**src/rtl/memwrite_pkg.sv**
```systemverilog
// ============================================================================
// memwrite_pkg -- shared widths, state encoding and helpers for the memWrite
// sequential unsigned divider.                                     Rev 1.0
// ============================================================================
`default_nettype none

package memwrite_pkg;

  localparam int DIVIDEND_W = 30;
  localparam int DIVISOR_W  = 16;
  localparam int QUOT_W     = 14;

  function automatic int clog2_min1(input int n);
    return (n > 1) ? $clog2(n) : 1;
  endfunction

  localparam int ITER_W = clog2_min1(QUOT_W);

  typedef enum logic [1:0] {
    S_IDLE  = 2'd0,
    S_CHECK = 2'd1,
    S_RUN   = 2'd2,
    S_DONE  = 2'd3
  } state_e;

endpackage

`default_nettype wire

```
**src/rtl/memwrite_udiv_step.sv**
```systemverilog
// ============================================================================
// memwrite_udiv_step -- one combinational restoring-division step.
//                                                                  Rev 1.0
// ============================================================================
`default_nettype none

module memwrite_udiv_step #(
  parameter int W = 31
) (
  input  logic [W-1:0] partial_i,
  input  logic [W-1:0] dvsr_i,
  output logic [W-1:0] partial_o,
  output logic         qbit_o
);

  assign qbit_o    = (partial_i >= dvsr_i);
  assign partial_o = qbit_o ? (partial_i - dvsr_i) : partial_i;

endmodule

`default_nettype wire

```
**src/rtl/memwrite_udiv_seq.sv**
```systemverilog
// ============================================================================
// memwrite_udiv_seq -- sequential restoring divider, one quotient bit/cycle.
// Optional MEMWRITE_UDIV_POW2_FASTPATH_EN: power-of-two divisors skip RUN.
//                                                                  Rev 1.0
// ============================================================================
`default_nettype none

module memwrite_udiv_seq
  import memwrite_pkg::*;
#(
  parameter int DIVIDEND_W = memwrite_pkg::DIVIDEND_W,
  parameter int DIVISOR_W  = memwrite_pkg::DIVISOR_W,
  parameter int QUOT_W     = memwrite_pkg::QUOT_W
) (
  input  logic                  ap_clk,
  input  logic                  ap_rst_n,
  input  logic                  ce,
  input  logic                  in_valid,
  output logic                  in_ready,
  input  logic [DIVIDEND_W-1:0] dividend,
  input  logic [DIVISOR_W-1:0]  divisor,
  output logic                  out_valid,
  input  logic                  out_ready,
  output logic [QUOT_W-1:0]     quot,
  output logic [DIVISOR_W-1:0]  rem,
  output logic                  div0,
  output logic                  ovf
);

  localparam int CMP_W = DIVISOR_W + QUOT_W + 1;
  localparam int CNT_W = clog2_min1(QUOT_W);

  state_e                state_q, state_d;
  logic [DIVIDEND_W-1:0] part_q, part_d;
  logic [DIVISOR_W-1:0]  dvsr_q, dvsr_d;
  logic [DIVISOR_W-1:0]  rem_q, rem_d;
  logic [QUOT_W-1:0]     quot_q, quot_d;
  logic [CNT_W-1:0]      cnt_q, cnt_d;
  logic                  div0_q, div0_d;
  logic                  ovf_q, ovf_d;

  logic [CMP_W-1:0]      step_part, step_dvsr, step_next;
  logic                  step_qbit;
  logic                  in_xfer, out_xfer, too_big;

  assign in_ready  = ce & (state_q == S_IDLE);
  assign in_xfer   = in_valid & in_ready;
  assign out_valid = (state_q == S_DONE);
  assign out_xfer  = out_valid & out_ready & ce;

  assign quot = quot_q;
  assign rem  = rem_q;
  assign div0 = div0_q;
  assign ovf  = ovf_q;

  // Comparisons run at CMP_W bits so divisor << QUOT_W never truncates.
  assign step_part = CMP_W'(part_q);
  assign step_dvsr = CMP_W'(dvsr_q) << cnt_q;
  assign too_big   = (CMP_W'(part_q) >= (CMP_W'(dvsr_q) << QUOT_W));

  memwrite_udiv_step #(.W(CMP_W)) u_step (
    .partial_i (step_part),
    .dvsr_i    (step_dvsr),
    .partial_o (step_next),
    .qbit_o    (step_qbit)
  );

`ifdef MEMWRITE_UDIV_POW2_FASTPATH_EN
  int   fp_shift;
  logic is_pow2;

  assign is_pow2 = ((dvsr_q & (dvsr_q - 1'b1)) == '0);

  always_comb begin
    fp_shift = 0;
    for (int b = 0; b < DIVISOR_W; b++) begin
      if (dvsr_q[b]) fp_shift = b;
    end
  end
`endif

  always_comb begin
    state_d = state_q;
    part_d  = part_q;
    dvsr_d  = dvsr_q;
    rem_d   = rem_q;
    quot_d  = quot_q;
    cnt_d   = cnt_q;
    div0_d  = div0_q;
    ovf_d   = ovf_q;
    case (state_q)
      S_IDLE: begin
        if (in_xfer) begin
          part_d  = dividend;
          dvsr_d  = divisor;
          state_d = S_CHECK;
        end
      end
      S_CHECK: begin
        if (dvsr_q == '0) begin
          div0_d  = 1'b1;
          ovf_d   = 1'b0;
          quot_d  = '1;
          rem_d   = '0;
          state_d = S_DONE;
        end else if (too_big) begin
          div0_d  = 1'b0;
          ovf_d   = 1'b1;
          quot_d  = '1;
          rem_d   = '0;
          state_d = S_DONE;
`ifdef MEMWRITE_UDIV_POW2_FASTPATH_EN
        end else if (is_pow2) begin
          div0_d  = 1'b0;
          ovf_d   = 1'b0;
          quot_d  = QUOT_W'(part_q >> fp_shift);
          rem_d   = DIVISOR_W'(part_q) & (dvsr_q - 1'b1);
          state_d = S_DONE;
`endif
        end else begin
          div0_d  = 1'b0;
          ovf_d   = 1'b0;
          quot_d  = '0;
          cnt_d   = CNT_W'(QUOT_W - 1);
          state_d = S_RUN;
        end
      end
      S_RUN: begin
        part_d         = DIVIDEND_W'(step_next);
        quot_d[cnt_q]  = step_qbit;
        if (cnt_q == '0) begin
          rem_d   = DIVISOR_W'(step_next);
          state_d = S_DONE;
        end else begin
          cnt_d = cnt_q - 1'b1;
        end
      end
      S_DONE: begin
        if (out_xfer) state_d = S_IDLE;
      end
      default: state_d = S_IDLE;
    endcase
  end

  always_ff @(posedge ap_clk or negedge ap_rst_n) begin
    if (!ap_rst_n) begin
      state_q <= S_IDLE;
      part_q  <= '0;
      dvsr_q  <= '0;
      rem_q   <= '0;
      quot_q  <= '0;
      cnt_q   <= '0;
      div0_q  <= 1'b0;
      ovf_q   <= 1'b0;
    end else if (ce) begin
      state_q <= state_d;
      part_q  <= part_d;
      dvsr_q  <= dvsr_d;
      rem_q   <= rem_d;
      quot_q  <= quot_d;
      cnt_q   <= cnt_d;
      div0_q  <= div0_d;
      ovf_q   <= ovf_d;
    end
  end

endmodule

`default_nettype wire

```
**config.mk**
```make
export PLATFORM = sky130hd
export DESIGN_NAME = memwrite_udiv_seq
export DESIGN_NICKNAME = d
export VERILOG_FILES = /design/src/rtl/memwrite_pkg.sv /design/src/rtl/memwrite_udiv_step.sv /design/src/rtl/memwrite_udiv_seq.sv
export SDC_FILE = /design/constraint.sdc
export NUM_CORES = 1
export LEC_CHECK = 0
export ABC_AREA = 1
export CORE_AREA = 2 2 144 146
export CTS_CLUSTER_SIZE = 30
export DETAILED_ROUTE_END_ITERATION = 6
export DIE_AREA = 0 0 146 148
export PLACE_DENSITY = 0.71
export SETUP_SLACK_MARGIN = 0.3
export SLEW_MARGIN = 20
export SYNTH_ARGS = -nofsm -noshare
export SYNTH_HDL_FRONTEND = slang
export SYNTH_SLANG_ARGS = --single-unit
```
**constraint.sdc**
```tcl
create_clock -name ap_clk -period 9.2 [get_ports ap_clk]
set_input_delay 2.3 -clock ap_clk [delete_from_list [all_inputs] [get_ports ap_clk]]
set_output_delay 2.3 -clock ap_clk [all_outputs]
set_load 0.005 [all_outputs]
```
==> summary.md <==
| Metric | Value |
|---|---|
| Status | `finished clean` |
| Avg Inst Size Synth | `6.01 um^2` |
| Top cells by area in the synthesized netlist | `dfrtp_1 27%, nand2_1 23%, inv_1 8.9%` |
| Die height | `148 um` |
| Worst slew pin tran | `0.984 ns` |
| Via count | `8,228` |
| Crit path launch type | `input pin` |
| CTS root buf | `clkbuf_16` |
| CP Launch Point | `ce` |
| Number of synthesized register bits | `84` |
| Final HPWL DP | `19,500 um` |
| Slew Limit Fails | `0` |
| CTS max path bufs | `2` |
| Largest area contributor in the netlist | `dfrtp_1` |
| Post-synth EDFFs | `0` |
| Top FF cell, synth | `dfrtp_1` |
| Post-route ant nets | `0` |
| Vias per cell | `5.01` |
| Mapped Area | `7860 um^2` |
| Post-synthesis adder-cell area fraction | `9.01%` |
| Min-Delay Path Class | `reg -> reg` |
| # Post-CTS Setup Buffers | `0` |
| Placeable Area | `20,000 um^2` |
| Largest net degree at the start of global routing | `60` |
| Cts bufs inserted | `9` |
| Ys async rst share | `100%` |
| Type of the worst setup path | `in -> out` |
| Crit-path max FO | `5` |
| Area growth from synthesis to layout | `17.4%` |
| RSZ-0062 raised after global routing | `false` |
| Worst-path clk slew | `0.06 ns` |
| Simple-gate area share of the yosys netlist | `40.3%` |
| Slew HR | `34.2%` |
| Overflow after GRT | `0` |
| Distinct cells, synth | `36` |
| Ant diodes | `0` |
| WP data arrival | `3.49 ns` |
| RePlAce Congestion | `0.964` |
| Compound-gate portion of the synthesized area | `10.8%` |
| # IOs | `85` |
| CTS H-tree lvls | `3` |
| Synth warn | `0` |
| Initial antenna violation count | `0` |
| Wire length per cell | `14.7 um` |
| Cell row count | `52` |
| Largest family of logic cells by synthesized area | `simple AND/OR/NAND/NOR gates` |
| Fillers | `2,192` |
| Skew final | `0.0208 ns` |
| Reg2Reg Depth | `17` |
| Die area | `21,600 um^2` |
| Synthesized Nets | `1,415` |
| F_max | `0.173 GHz` |
| Critical path capture point type | `output port` |
| Drt total wl | `24,200 um` |
| Hold path endpoint | `rem[9]` |
| Port buffer count | `84` |
| Fin crit share | `62.9%` |
| Most numerous cell in the Yosys netlist | `nand2_1` |
| Most frequent cells after synthesis | `492 x nand2_1, 186 x inv_1, 100 x nor2_1` |
| Final setup viols | `0` |
| Share of cells above drive strength 1 | `3.79%` |
| GRT Util Overall | `22.6%` |
| Mapped Cells | `1,308` |
| WP data required | `6.90 ns` |
| Worst reg2reg setup slack | `4.19 ns` |
| Vias in the first global route | `7,688` |
| Final hold vios | `0` |
| R2R Path Start | `cnt_q[1]` |
| Hold buffers post-CTS | `0` |
| Worst flop-to-flop path endpoint | `part_q[28]` |
| Sink Count | `84` |
| Post-synthesis sequential area ratio | `26.7%` |
| Share of the synthesized area in the top cell type | `26.7%` |
| Mux cell area share after synthesis | `0.382%` |
| Fin Setup TNS | `0 ns` |
| DRC violations left | `0` |
| Min-delay src | `rem[9]` |
| DRT Pass-1 Iters | `5` |
| # resized after CTS | `0` |
| CTS tree | `done` |
| Die X | `146 um` |
| Tmin final | `5.79 ns` |
| Max-Cap Viols | `0` |
| First-pass GRT wire length | `38,900 um` |
| Hold Path Stages | `2` |
| XOR/XNOR Fraction of Synth Area | `1.45%` |
| Clk_lat worst skew | `0.37 ns` |
| Starting Density | `39.2%` |
| Nets | `1,474` |
| Initial drt markers | `595` |
==> critical path, stage by stage <==
cell	delay, ns
clkdlybuf4s50_1	0.55
nand2_1	0.07
inv_1	0.07
clkdlybuf4s50_1	0.50
==> worst max path at each step <==
stage,end,slack (ns)
floorplan,in_ready,4.50
global placement,in_ready,3.42
detailed placement,in_ready,3.42
CTS,in_ready,3.41
global route,in_ready,3.33
finish,in_ready,3.41
==> state kept, by name, indices dropped and copies added (netlist names) <==
name	count
cnt_q	4
div0	1
dvsr_q	16
ovf	1
part_q	30
quot	14
rem	16
state_q	2
==> per-layer routing <==
metal | vias up | part of all wire (%) | wire length (um) | global-route usage (%)
li1 | 4253 | - | - | -
met1 | 3735 | 46 | 11100 | 30.4
met2 | 197 | 47 | 11300 | 37.8
met3 | 43 | 4.8 | 1160 | 3.49
met4 | 0 | 2.3 | 566 | 6.65
met5 | - | 0 | 0 | 0
==> per-stage QoR <==
stage          hold slack [ns]  cell area [um^2]  utilization [%]  std cells  setup slack, ns
6_report                 0.483              9230             46.1       1642             3.41
5_1_grt                  0.512              9230             46.1       1642             3.33
4_1_cts                  0.490              9230             46.0       1642             3.41
3_5_place_dp             0.472              8900             44.4       1626             3.42
3_3_place_gp             0.466              8900             44.4       1626             3.42
2_1_floorplan            0.472              7860                -       1308             4.50
==> layout make-up <==
| class | count | area, um^2 | area share, % |
|---|---|---|---|
| sequential | 84 | 2100 | 22.8 |
| multi-input combinational | 995 | 4890 | 53.0 |
| tap | 270 | 338 | 3.66 |
| timing repair buffer | 87 | 861 | 9.33 |
| inverter | 190 | 713 | 7.73 |
| clock buffer | 9 | 225 | 2.44 |
| clock inverter | 7 | 100 | 1.08 |
==> cells in the final DEF, fill, tap and decap left out, drive strengths merged, types with 3 or more instances in the layout <==
master and n:
ha 55, xor2 13, clkbuf 9, nand4 32, and2 4, clkinv 6, nor2 103, inv 189
o21ai 73, nand2 493, nand3 89, dfrtp 84, or2 17, a22oi 8, nand3b 3, buf 4
clkdlybuf4s50 83, mux2i 3, nor3 15, a21oi 76
==> cell families after synthesis <==
family          after synthesis
mux                           3
simple gates                760
xor+xnor                     13
flops                        84
fa+ha+maj                    56
compound gates              163
buf+inv                     229
Power is not shown: default switching activity piles up to over one toggle a cycle in this logic, so the estimate is an artifact.
